==> src/rtl/uart_rx_ctrl.sv <==
// 8N1 UART receiver: synchronises rx, times bits with a wrapping counter, samples mid-bit.
// Latency: byte/flags registered one cycle after the stop-bit sample (9*BIT_CYCLES+MID after START).
// Backpressure: one-entry output via rx_valid/rx_ready; a byte completing while full is dropped with overrun.
module uart_rx_ctrl #(
  parameter int unsigned BIT_CYCLES = 868
) (
  input  logic       clk,
  input  logic       rstn,
  input  logic       en,
  input  logic       rx,
  output logic [7:0] rx_data,
  output logic       rx_valid,
  input  logic       rx_ready,
  output logic       frame_err,
  output logic       overrun,
  output logic       busy
);

  localparam logic [31:0] MID  = 32'((BIT_CYCLES - 1) / 2);
  localparam logic [31:0] LAST = 32'(BIT_CYCLES - 1);

  typedef enum logic [1:0] {IDLE, START, DATA, STOP} state_t;

  state_t      state_q, state_d;
  logic        sync1_q, sync1_d;
  logic        sync2_q, sync2_d;
  logic [31:0] cnt_q, cnt_d;
  logic [2:0]  bit_idx_q, bit_idx_d;
  logic [7:0]  shift_q, shift_d;
  logic [7:0]  rx_data_q, rx_data_d;
  logic        rx_valid_q, rx_valid_d;
  logic        frame_err_q, frame_err_d;
  logic        overrun_q, overrun_d;
  logic        rx_s, tick, mid, handshake;

  assign rx_s = sync2_q;
  assign tick = (cnt_q == LAST);
  assign mid  = (cnt_q == MID);

  // Next-state, bit timing, sampling and output handshake.
  always_comb begin
    state_d     = state_q;
    sync1_d     = rx;
    sync2_d     = sync1_q;
    bit_idx_d   = bit_idx_q;
    shift_d     = shift_q;
    rx_data_d   = rx_data_q;
    rx_valid_d  = rx_valid_q;
    frame_err_d = 1'b0;
    overrun_d   = 1'b0;
    handshake   = rx_valid_q && rx_ready;

    if (handshake) begin
      rx_valid_d = 1'b0;
    end

    if (!en) begin
      state_d = IDLE;
    end else begin
      case (state_q)
        IDLE: begin
          if (!rx_s) state_d = START;
        end
        START: begin
          // A high line at mid-bit means a glitch, not a start bit.
          if (mid && rx_s) begin
            state_d = IDLE;
          end else if (tick) begin
            state_d   = DATA;
            bit_idx_d = 3'd0;
          end
        end
        DATA: begin
          if (mid) shift_d = {rx_s, shift_q[7:1]};
          if (tick) begin
            if (bit_idx_q == 3'd7) state_d = STOP;
            else                   bit_idx_d = bit_idx_q + 3'd1;
          end
        end
        STOP: begin
          // Leave at mid-stop so the next start edge can be caught early.
          if (mid) begin
            state_d = IDLE;
            if (!rx_s) begin
              frame_err_d = 1'b1;
            end else if (!rx_valid_q || handshake) begin
              rx_data_d  = shift_q;
              rx_valid_d = 1'b1;
            end else begin
              overrun_d = 1'b1;
            end
          end
        end
        default: state_d = IDLE;
      endcase
    end

    // Counter restarts on entry to a frame and on every bit boundary.
    if (state_q == IDLE || state_d == IDLE || tick) cnt_d = '0;
    else                                            cnt_d = cnt_q + 32'd1;
  end

  // State and datapath registers.
  always_ff @(posedge clk or negedge rstn) begin
    if (!rstn) begin
      state_q     <= IDLE;
      sync1_q     <= 1'b1;
      sync2_q     <= 1'b1;
      cnt_q       <= '0;
      bit_idx_q   <= '0;
      shift_q     <= '0;
      rx_data_q   <= '0;
      rx_valid_q  <= 1'b0;
      frame_err_q <= 1'b0;
      overrun_q   <= 1'b0;
    end else begin
      state_q     <= state_d;
      sync1_q     <= sync1_d;
      sync2_q     <= sync2_d;
      cnt_q       <= cnt_d;
      bit_idx_q   <= bit_idx_d;
      shift_q     <= shift_d;
      rx_data_q   <= rx_data_d;
      rx_valid_q  <= rx_valid_d;
      frame_err_q <= frame_err_d;
      overrun_q   <= overrun_d;
    end
  end

  assign rx_data   = rx_data_q;
  assign rx_valid  = rx_valid_q;
  assign frame_err = frame_err_q;
  assign overrun   = overrun_q;
  assign busy      = (state_q != IDLE);

endmodule
==> config.mk <==
export PLATFORM = sky130hd
export DESIGN_NAME = uart_rx_ctrl
export DESIGN_NICKNAME = d
export VERILOG_FILES = /design/src/rtl/uart_rx_ctrl.sv
export SDC_FILE = /design/constraint.sdc
export NUM_CORES = 1
export LEC_CHECK = 0
export ABC_AREA = 1
export CORE_MARGIN = 4
export CORE_UTILIZATION = 30
export CTS_CLUSTER_DIAMETER = 30
export CTS_CLUSTER_SIZE = 20
export DETAILED_ROUTE_END_ITERATION = 7
export HOLD_SLACK_MARGIN = 0.02
export PLACE_DENSITY = 0.46
export SLEW_MARGIN = 40
export SYNTH_ARGS = -nofsm -noshare
export SYNTH_HDL_FRONTEND = slang
export SYNTH_SLANG_ARGS = --single-unit
==> constraint.sdc <==
create_clock -name clk -period 2.8 [get_ports clk]
set_input_delay 0.28 -clock clk [delete_from_list [all_inputs] [get_ports clk]]
set_output_delay 0.28 -clock clk [all_outputs]
set_load 0.01 [all_outputs]
==> summary.md <==
| Metric | Value |
|---|---|
| Endpoints failing hold | `0` |
| Seq/Total Area, Yosys | `46.07%` |
| Largest net degree at the start of global routing | `33` |
| Compound-cell area share of the yosys netlist | `4.560%` |
| DRT Wirelength | `6.561 mm` |
| Wire per inst | `11.86 microns` |
| Gr ovfl total | `0` |
| Routability cong. | `0.7897` |
| P per Cell Area | `582.3 mW/mm^2` |
| DP Area | `0.003455 sq mm` |
| Clk_skew | `10.21 ps` |
| Skew-Pair Late Insertion Delay | `330 ps` |
| Worst path most repeated cell | `nand2_1` |
| First-pass GRT wire length | `11.79 mm` |
| Number of global-route vias before repair | `2443` |
| Synth area leader | `dfrtp_1` |
| Final setup fails | `0` |
| Seq cells post-synth | `58` |
| DR vias/cell | `4.293` |
| Crit-path cells | `ha_1 > inv_1 > nor3_1 > nand2_1 > nor2_1 > nand2_1 > nand2_1 > nand2_1 > nand2_1 > nand2_1 > nand2_1 > nand2_1 > nand2_2 > buf_4 > nor2_1` |
| Port bufs | `16` |
| Via Count | `2374` |
| CTS tree | `built` |
| Drt drc | `0` |
| Design area | `0.003684 sq mm` |
| Setup TNS | `0 ps` |
| Die Wd | `110.6 microns` |
| Maximum VDD drop | `194.5 uV` |
| Nets | `425` |
| Final Cycle Share | `76.06%` |
| Fin worst setup slack | `670.4 ps` |
| Slowest CP cell | `dfrtp_1` |
| Syn Nets | `399` |
| NetSw | `618.7 uW` |
| Initial antenna violation count | `0` |
| Largest family of logic cells by synthesized area | `simple AND/OR/NAND/NOR gates` |
| Crit path max-delay family | `simple AND/OR/NAND/NOR gates` |
| Avg Cell Area, Syn | `8.175 sq um` |
| Yosys top cell area share | `44.41%` |
| Mapped Area | `0.003156 sq mm` |
| CTS Sinks | `58` |
| CP Data Required Time | `3010 ps` |
| Floorplan row count | `37` |
| Num CTS Buffers | `9` |
| Comb pwr share | `17.0%` |
| Status | `completed` |
| # diodes | `0` |
| Maximum clock frequency | `0.4696 GHz` |
| Clk network pwr share | `40.5%` |
| Clock transition at the registers of the reported paths | `70 ps` |
| Slew Viols, Final | `0` |
| Net Sw Frac | `28.84%` |
| Min-Delay Path Class | `reg2reg` |
| TritonRoute pass-1 iters | `6` |
| RSZ-0062 raised after global routing | `false` |
| Synth Area in XOR/XNOR | `8.327%` |
| Core Area | `0.01028 sq mm` |
| Root buffer cell | `clkbuf_8` |
| Worst Path Max Fanout | `32` |
| Crit path launch type | `register` |
| Layout area overhead | `16.73%` |
| Worst path bufs/invs | `2` |
| Worst hold slack | `356.3 ps` |
| Int Pwr | `1526 uW` |
| Post-Synth Simple-Gate Area | `30.37%` |
| Slew headroom | `62.92%` |
| Detailed placement HPWL | `4.864 mm` |
| IO Pins | `17` |
| Routed Antenna Nets | `0` |
| Max Buffers Root-to-Sink | `2` |
| Die area | `0.01222 sq mm` |
| Most common cell after layout, fill and taps aside | `nand2_1` |
| Max cap viols | `0` |
| Minimum clock period | `2130 ps` |
| GRT Total Usage | `11.72%` |
| Leakage Power | `0.001594 uW` |
| Post-synthesis mux area share | `0%` |
| Most frequent cells in the layout | `nand2_1 (88), nor2_1 (69), dfrtp_1 (56), inv_1 (49), xor2_1 (22)` |
| Area contributors post-synth | `dfrtp_1 (44%), nand2_1 (10%), nor2_1 (8.2%)` |
| Fraction of layout cells with a size suffix above 1 | `11.75%` |
| Yosys Warn Count | `0` |
| Flop pwr share | `42.5%` |
| Dpl ws | `661.3 ps` |
| Syn Inst Count | `386` |
| Kind of critical path | `reg2reg` |
| Worst-margin pin slew | `551.2 ps` |
| Initial DRC count | `68` |
| Total chip power | `2145 uW` |
| H-tree depth | `3` |
| Synth unique cells | `28` |
| Die Y | `110.6 microns` |
| Fill cell count | `1108` |
| CP arrival | `2340 ps` |
| Initial Utilization | `30.70%` |
| Post-Synth Adder-Cell Area | `3.172%` |
| Worst Setup End Kind | `register` |
| Largest stage delay, worst path | `400 ps` |
[final cells by class]
class / count / area (sq um) / share of cell area [%]
Inverter: 50 / 187.7 / 5.095
Timing Repair Buffer: 20 / 187.7 / 5.095
Clock buffer: 11 / 141.4 / 3.838
Clock inverter: 5 / 77.57 / 2.106
Multi-Input combinational cell: 273 / 1465 / 39.78
Sequential cell: 58 / 1454 / 39.47
Tap cell: 136 / 170.2 / 4.620
[cell usage after synthesis]
cell type  instances
inv_2              1
nor2_2             5
dfstp_2            2
nand3_2            2
nand2_2            5
and3_1             1
nor4_1             3
o21ai_2            7
o21ai_0           12
xor2_1            22
nor3_4             1
nor2_4             2
nand4_2            1
nand4_1            6
nand2_1           88
nand3_1           12
nor3_1            13
buf_6              4
xnor2_1            8
inv_1             49
nor3_2             3
nand3_4            1
dfrtp_1           56
clkbuf_1           1
a21oi_1            3
ha_1               8
nor2_1            69
o31ai_1            1
[final timing paths]
kind	from	endpoint	slack [ps]	depth (start not counted)
min	sync1_q	rx_s	360	0
max in group asynchronous	rstn	rx_s	1690	3
min in group asynchronous	rstn	shift_q[3]	390	2
max	cnt_q[0]	cnt_q[24]	670	15
max reg2reg	cnt_q[0]	cnt_q[24]	670	15
min reg2reg	sync1_q	rx_s	360	0
[power groups by stage]
stage	Combinational, uW	Clock [uW]	Sequential, uW
2_1_floorplan	278	0	921
3_3_place_gp	369	0	927
3_5_place_dp	369	0	927
4_1_cts	373	905	912
5_1_grt	429	944	922
6_report	364	868	912
[flip-flops by register name, summed over array words and instances, names as in the netlist]
register   count
cnt_q         32
rx_data        8
shift_q        8
bit_idx_q      3
state_q        2
frame_err      1
overrun        1
rx_s           1
rx_valid       1
sync1_q        1
[worst reg2reg max path: stages (launching register included)]
cell and delay, ps:
dfrtp_1 400, ha_1 240, inv_1 70, nor3_1 130
nand2_1 70, nor2_1 120, nand2_1 110, nand2_1 90
nand2_1 50, nand2_1 60, nand2_1 40, nand2_1 80
nand2_1 70, nand2_2 50, buf_4 320, nor2_1 100
[kinds of logic after synthesis]
family	Yosys count
adder cells (fa/ha/maj)	8
flip-flops	58
XOR/XNOR	30
AO/OA/AOI/OAI	23
AND/OR/NAND/NOR	212
buffers and inverters	55
[timing repair]
item / 4_1_cts / 5_1_grt
setup buffers: 0 / 0
hold buffers: 1 / 0
resized for setup: 0 / 0
hold endpoints to repair: 15 / 0
[stage by stage]
stage | util [%] | std cells
after detailed placement | 33.61 | 536
after floorplan | - | 386
after global routing | 35.84 | 553
after global placement | 33.61 | 536
after CTS | 35.84 | 553
final | 35.84 | 553
[metal layers]
| layer | GRT usage [%] | vias up | share of wire, % |
|---|---|---|---|
| met5 | 0 | - | 0 |
| met4 | 3.777 | 0 | 1.4 |
| met3 | 3.233 | 10 | 2.4 |
| met2 | 18.53 | 23 | 45 |
| met1 | 15.55 | 1088 | 51 |
| li1 | - | 1253 | - |
No activity file was read; power rests on OpenSTA's default activity.
